==> config.mk <==
export PLATFORM = sky130hd
export DESIGN_NAME = ring_osc_meter
export DESIGN_NICKNAME = d
export VERILOG_FILES = /design/src/rtl/ring_osc_pkg.sv /design/src/rtl/ring_osc_meter_bus_sync2.sv /design/src/rtl/ring_osc_meter.sv
export SDC_FILE = /design/constraint.sdc
export NUM_CORES = 1
export LEC_CHECK = 0
export BUFFER_PORTS_ARGS = -buffer_cell sky130_fd_sc_hd__buf_2
export CELL_PAD_IN_SITES_DETAIL_PLACEMENT = 1
export CELL_PAD_IN_SITES_GLOBAL_PLACEMENT = 1
export CORE_AREA = 2 2 126 128
export DETAILED_ROUTE_END_ITERATION = 7
export DIE_AREA = 0 0 128 130
export GPL_TIMING_DRIVEN = 0
export PLACE_DENSITY = 0.82
export SYNTH_ARGS = -nofsm -noshare
export SYNTH_HDL_FRONTEND = slang
export SYNTH_SLANG_ARGS = --single-unit
==> constraint.sdc <==
create_clock -name clk -period 3 [get_ports clk]
set_clock_uncertainty 0.1 [all_clocks]
set_input_delay 0.15 -clock clk [delete_from_list [all_inputs] [get_ports clk]]
set_output_delay 0.15 -clock clk [all_outputs]
set_load 0.03 [all_outputs]
==> src/rtl/ring_osc_pkg.sv <==
// Shared types and constants for the gated ring-oscillator measurement path.
package ring_osc_pkg;

  localparam int unsigned RING_COUNT_W = 15;

  typedef enum logic [2:0] {
    IDLE,
    GATE,
    SETTLE,
    SAMPLE,
    NEXT,
    DONE
  } ring_osc_state_e;

  // Bits needed for a counter that runs 0 .. max_val-1.
  function automatic int unsigned cnt_width(input int unsigned max_val);
    return (max_val < 2) ? 1 : $clog2(max_val);
  endfunction

endpackage

==> src/rtl/ring_osc_meter_bus_sync2.sv <==
// Two-flop per-bit synchronizer for a bus that is held static while sampled.
module bus_sync2 #(
  parameter int unsigned WIDTH = 1
) (
  input  logic             clk,
  input  logic             rst_n,
  input  logic [WIDTH-1:0] d_i,
  output logic [WIDTH-1:0] q_o
);

  logic [WIDTH-1:0] meta_q;
  logic [WIDTH-1:0] sync_q;

  always_ff @(posedge clk or negedge rst_n) begin
    if (!rst_n) begin
      meta_q <= '0;
      sync_q <= '0;
    end else begin
      meta_q <= d_i;
      sync_q <= meta_q;
    end
  end

  assign q_o = sync_q;

endmodule

==> src/rtl/ring_osc_meter.sv <==
// Gate-window controller for the ring-oscillator counter: gates, settles,
// samples the held count and averages 2^AVG_LOG2 runs into one result.
module ring_osc_meter
  import ring_osc_pkg::*;
#(
  parameter int unsigned COUNT_W       = RING_COUNT_W,
  parameter int unsigned GATE_W        = 16,
  parameter int unsigned AVG_LOG2      = 2,
  parameter int unsigned SETTLE_CYCLES = 4,
  parameter int unsigned STABLE_TMO    = 8
) (
  input  logic               clk,
  input  logic               rst_n,
  input  logic               start,
  input  logic [GATE_W-1:0]  gate_len,
  output logic               osc_en,
  input  logic [COUNT_W-1:0] count_in,
  output logic [COUNT_W-1:0] result,
  output logic               result_valid,
  output logic               busy,
  output logic               saturated,
  output logic               unstable
);

  localparam int unsigned ACC_W   = COUNT_W + AVG_LOG2;
  localparam int unsigned RUN_W   = AVG_LOG2 + 1;
  localparam int unsigned TMR_MAX = (SETTLE_CYCLES > STABLE_TMO) ? SETTLE_CYCLES : STABLE_TMO;
  localparam int unsigned TMR_W   = cnt_width(TMR_MAX);

  localparam logic [RUN_W-1:0] LAST_RUN    = RUN_W'((1 << AVG_LOG2) - 1);
  localparam logic [TMR_W-1:0] SETTLE_LAST = TMR_W'(SETTLE_CYCLES - 1);
  localparam logic [TMR_W-1:0] TMO_LAST    = TMR_W'(STABLE_TMO - 1);

  ring_osc_state_e    state_q, state_d;
  logic [GATE_W-1:0]  glen_q, glen_d;
  logic [GATE_W-1:0]  gcnt_q, gcnt_d;
  logic [TMR_W-1:0]   tmr_q, tmr_d;
  logic [RUN_W-1:0]   run_q, run_d;
  logic [ACC_W-1:0]   acc_q, acc_d;
  logic [COUNT_W-1:0] samp_q, samp_d;
  logic               satf_q, satf_d;
  logic               unsf_q, unsf_d;
  logic [COUNT_W-1:0] result_q, result_d;
  logic               sat_q, sat_d;
  logic               uns_q, uns_d;
  logic               osc_en_q;
  logic               valid_q;
  logic               busy_q;

  logic [COUNT_W-1:0] sync_cnt;
  logic [GATE_W-1:0]  glen_in;
  logic               capture;

  bus_sync2 #(
    .WIDTH (COUNT_W)
  ) u_sync (
    .clk   (clk),
    .rst_n (rst_n),
    .d_i   (count_in),
    .q_o   (sync_cnt)
  );

  // Gate counter holds G-1 so a zero length still yields a one-cycle window.
  assign glen_in = (gate_len == '0) ? '0 : gate_len - GATE_W'(1);

  always_comb begin
    state_d  = state_q;
    glen_d   = glen_q;
    gcnt_d   = gcnt_q;
    tmr_d    = tmr_q;
    run_d    = run_q;
    acc_d    = acc_q;
    samp_d   = samp_q;
    satf_d   = satf_q;
    unsf_d   = unsf_q;
    result_d = result_q;
    sat_d    = sat_q;
    uns_d    = uns_q;
    capture  = 1'b0;

    case (state_q)
      IDLE: begin
        if (start) begin
          state_d = GATE;
          glen_d  = glen_in;
          gcnt_d  = glen_in;
        end
      end
      GATE: begin
        if (gcnt_q == '0) begin
          state_d = SETTLE;
          tmr_d   = '0;
        end else begin
          gcnt_d = gcnt_q - GATE_W'(1);
        end
      end
      SETTLE: begin
        if (tmr_q == SETTLE_LAST) begin
          state_d = SAMPLE;
          tmr_d   = '0;
        end else begin
          tmr_d = tmr_q + TMR_W'(1);
        end
      end
      SAMPLE: begin
        // First SAMPLE cycle only primes the reference sample.
        samp_d = sync_cnt;
        if ((tmr_q != '0) && (sync_cnt == samp_q)) begin
          capture = 1'b1;
        end else if (tmr_q == TMO_LAST) begin
          capture = 1'b1;
          unsf_d  = 1'b1;
        end else begin
          tmr_d = tmr_q + TMR_W'(1);
        end
        if (capture) begin
          state_d = NEXT;
          acc_d   = acc_q + ACC_W'(sync_cnt);
          if (sync_cnt == '1) begin
            satf_d = 1'b1;
          end
        end
      end
      NEXT: begin
        if (run_q == LAST_RUN) begin
          state_d  = DONE;
          result_d = acc_q[AVG_LOG2 +: COUNT_W];
          sat_d    = satf_q;
          uns_d    = unsf_q;
        end else begin
          state_d = GATE;
          run_d   = run_q + RUN_W'(1);
          gcnt_d  = glen_q;
        end
      end
      DONE: begin
        state_d = IDLE;
        acc_d   = '0;
        run_d   = '0;
        satf_d  = 1'b0;
        unsf_d  = 1'b0;
      end
      default: begin
        state_d = IDLE;
      end
    endcase
  end

  always_ff @(posedge clk or negedge rst_n) begin
    if (!rst_n) begin
      state_q  <= IDLE;
      glen_q   <= '0;
      gcnt_q   <= '0;
      tmr_q    <= '0;
      run_q    <= '0;
      acc_q    <= '0;
      samp_q   <= '0;
      satf_q   <= 1'b0;
      unsf_q   <= 1'b0;
      result_q <= '0;
      sat_q    <= 1'b0;
      uns_q    <= 1'b0;
      osc_en_q <= 1'b0;
      valid_q  <= 1'b0;
      busy_q   <= 1'b0;
    end else begin
      state_q  <= state_d;
      glen_q   <= glen_d;
      gcnt_q   <= gcnt_d;
      tmr_q    <= tmr_d;
      run_q    <= run_d;
      acc_q    <= acc_d;
      samp_q   <= samp_d;
      satf_q   <= satf_d;
      unsf_q   <= unsf_d;
      result_q <= result_d;
      sat_q    <= sat_d;
      uns_q    <= uns_d;
      osc_en_q <= (state_d == GATE);
      valid_q  <= (state_d == DONE);
      busy_q   <= (state_d != IDLE);
    end
  end

  assign osc_en       = osc_en_q;
  assign result       = result_q;
  assign result_valid = valid_q;
  assign busy         = busy_q;
  assign saturated    = sat_q;
  assign unstable     = uns_q;

endmodule

==> flow_summary.yaml <==
routing:
  drc_errors: 0
  vias: 4959
  first_iter_violations: 328
  avgViaCountPerCell: 5.60
  routed_wl_um: 17000
  ant_nets: 0
  first_pass_iters: 4
  wl_per_cell_um: 19.2
synth:
  synthCells: 588
  ys.flop_type: "dfrtp_1"
  async_flop_share: 1.00
  syn_avg_cell_area_um2: 10.7
  ys_seq_elements: 125
  synth_nets: 648
  syn_area_mm2: 0.00626
  synth_edf_count: 0
  synth_cell_type_count: 64
  yosys_warnings: 0
  ys_seq_area_frac: 0.499
clock_tree:
  htree_levels: 4
  clkLatencyLatePin_ps: 430
  root_buffer: "clkbuf_16"
  cts_buffer_depth: 2
  cts_buffers: 17
  tritoncts: "done"
  path_clk_slew_ps: 60
  cts_sinks: 125
final_layout:
  fin_nets: 741
  antennaDiodeCount: 0
  postLayoutCoreUtil: 0.497
  syn2layout_area_growth_pct: 22.4
  layout-drive-gt1-share: 0.225
  final_cell_mix: "dfrtp_1 (125), buf_2 (56), o21ai_0 (53)"
  layout_commonest_cell: "dfrtp_1"
global_routing:
  grt_pass1_vias: 5416
  grt_pass1_wl_um: 27600
  gr-usage-all-layers: 0.216
  antenna_found_initial: 0
  grt_max_degree: 78
  grt_overflow: 0
power:
  seqPwrFrac: 0.385
  peakVddDrop_v: 0.000444
  power_switching_mw: 2.07
  switching_share: 0.343
  powerDensity_mw_per_mm2: 788
  leakagePower_nw: 3.52
  p_int_mw: 3.97
  pwr-share-comb: 0.262
  clockPowerShare: 0.353
run:
  drv_cap: 0
setup_path:
  cp.required_ps: 3200
  reg2reg_slack_ps: 140
  cp_max_fo: 4
  worstPathArrival_ps: 3060
  worst_setup_path_start_kind: "flip-flop"
  critPathCaptureType: "flip-flop"
  worst-setup-path-type: "flip-flop to flip-flop"
placed_design:
  io_buffers: 53
  hpwl_um: 11800
  gp_congestion: 0.913
  dpl_worst_slack_ps: -251
hold_path:
  min_path_type: "input pin to flip-flop"
outcome:
  outcome: "finished clean"
timing:
  max_freq_mhz: 350
  maxSlewHeadroom: 0.499
  drv_slew: 0
  setup_viol: 0
  fin_crit_sh: 0.953
  tightest_slew_ps: 748
  setup_slack_ps: 142
  finalHoldViolCount: 0
  fin_crit_ps: 2860
floorplan:
  ioPinCount: 54
  die_area_mm2: 0.0166
  core_mm2: 0.0154
  rows: 46
  initial_core_util: 0.406
  fp.dieW_um: 128
  die_h_um: 130
power groups by stage:
| stage | clock, mW | sequential, mW | combinational, mW |
|---|---|---|---|
| 6_report | 2.13 | 2.33 | 1.58 |
| 5_1_grt | 2.24 | 2.36 | 1.75 |
| 4_1_cts | 2.16 | 2.30 | 1.53 |
| 3_5_place_dp | 0 | 2.32 | 1.45 |
| 3_3_place_gp | 0 | 2.28 | 1.36 |
| 2_1_floorplan | 0 | 2.25 | 1.04 |
sequential cells by signal (all words and copies together) (netlist names), 3 cells and up:
register	cells
tmr_q	3
state_q	3
samp_q	15
glen_q	16
u_sync.q_o	15
acc_q	17
gcnt_q	16
result	15
run_q	3
u_sync.meta_q	15
per-layer routing:
metal	track usage	share of wire	vias to the layer above
li1	-	-	2307
met1	0.265	0.42	2475
met2	0.369	0.51	139
met3	0.0484	0.045	38
met4	0.0931	0.023	0
met5	0	0	-
logic make-up (layout without fill, tap and decap cells):
group,count (synthesis),count (layout),synth area share
AND/OR/NAND/NOR,170,170,0.141
AO/OA/AOI/OAI,136,136,0.140
adder cells (fa/ha/maj),26,26,0.0531
flip-flops,125,125,0.499
multiplexers,47,47,0.0827
XOR/XNOR,40,40,0.0559
buffers and inverters,44,150,0.0280
worst max-delay path: stages (launching register included):
cell and delay (ps):
dfrtp_1 490, ha_1 300, fa_1 290, a211oi_2 100, o211ai_1 250, nand3_1 190
o21ai_0 470, nor3b_2 140, o311ai_2 280, o41ai_1 120
cell type report:
class                      instances  area (um^2)
fill                            1691         7750
sequential                       125         3130
multi-input combinational        419         3020
timing repair buffer              74          492
clock buffer                      18          439
tap                              192          240
clock inverter                    14          171
buffer                            23          101
inverter                          21         78.8
cell usage after synthesis (17+ instances only):
master / count / area [um^2]
xnor2_1: 22 / 193
dfrtp_1: 125 / 3130
ha_1: 25 / 313
nand3_1: 18 / 90.1
mux2_2: 34 / 383
clkbuf_1: 17 / 63.8
o21ai_0: 53 / 265
xor2_1: 18 / 158
nor2_1: 38 / 143
nand2_1: 43 / 161
a21oi_1: 21 / 105
inv_1: 20 / 75.1
metrics by stage:
step           hold slack, ps  setup TNS, ps  instances  cell area (um^2)  total power [mW]
4_1_cts                  2.90              0        883              7600              6.00
3_5_place_dp             23.3          -3880        834              6800              3.77
2_1_floorplan            -246              0        588              6260              3.29
6_report                 11.4              0        886              7670              6.04
5_1_grt                  29.4          -48.6        886              7670              6.36
3_3_place_gp              159          -1150        833              6770              3.64
path summary, 6_finish.rpt:
check | end | cells after the start | startpoint
min in group asynchronous | satf_q | 2 | rst_n
worst max-delay path | acc_q[16] | 9 | u_sync.q_o[0]
worst max register to register | acc_q[16] | 9 | u_sync.q_o[0]
max in group asynchronous | glen_q[14] | 3 | rst_n
worst min-delay path | glen_q[6] | 3 | gate_len[6]
worst min register to register | u_sync.q_o[14] | 0 | u_sync.meta_q[14]
repair_timing:
item                                    4_1_cts  5_1_grt
hold endpoints to repair                     64        0
gates cloned                                  0        0
hold buffers                                 17        0
resized for setup                             4       10
setup buffers                                 0        3
endpoints found under the setup margin       24       18
pin swaps                                     0        1
Power figures use the tool's default switching activity.
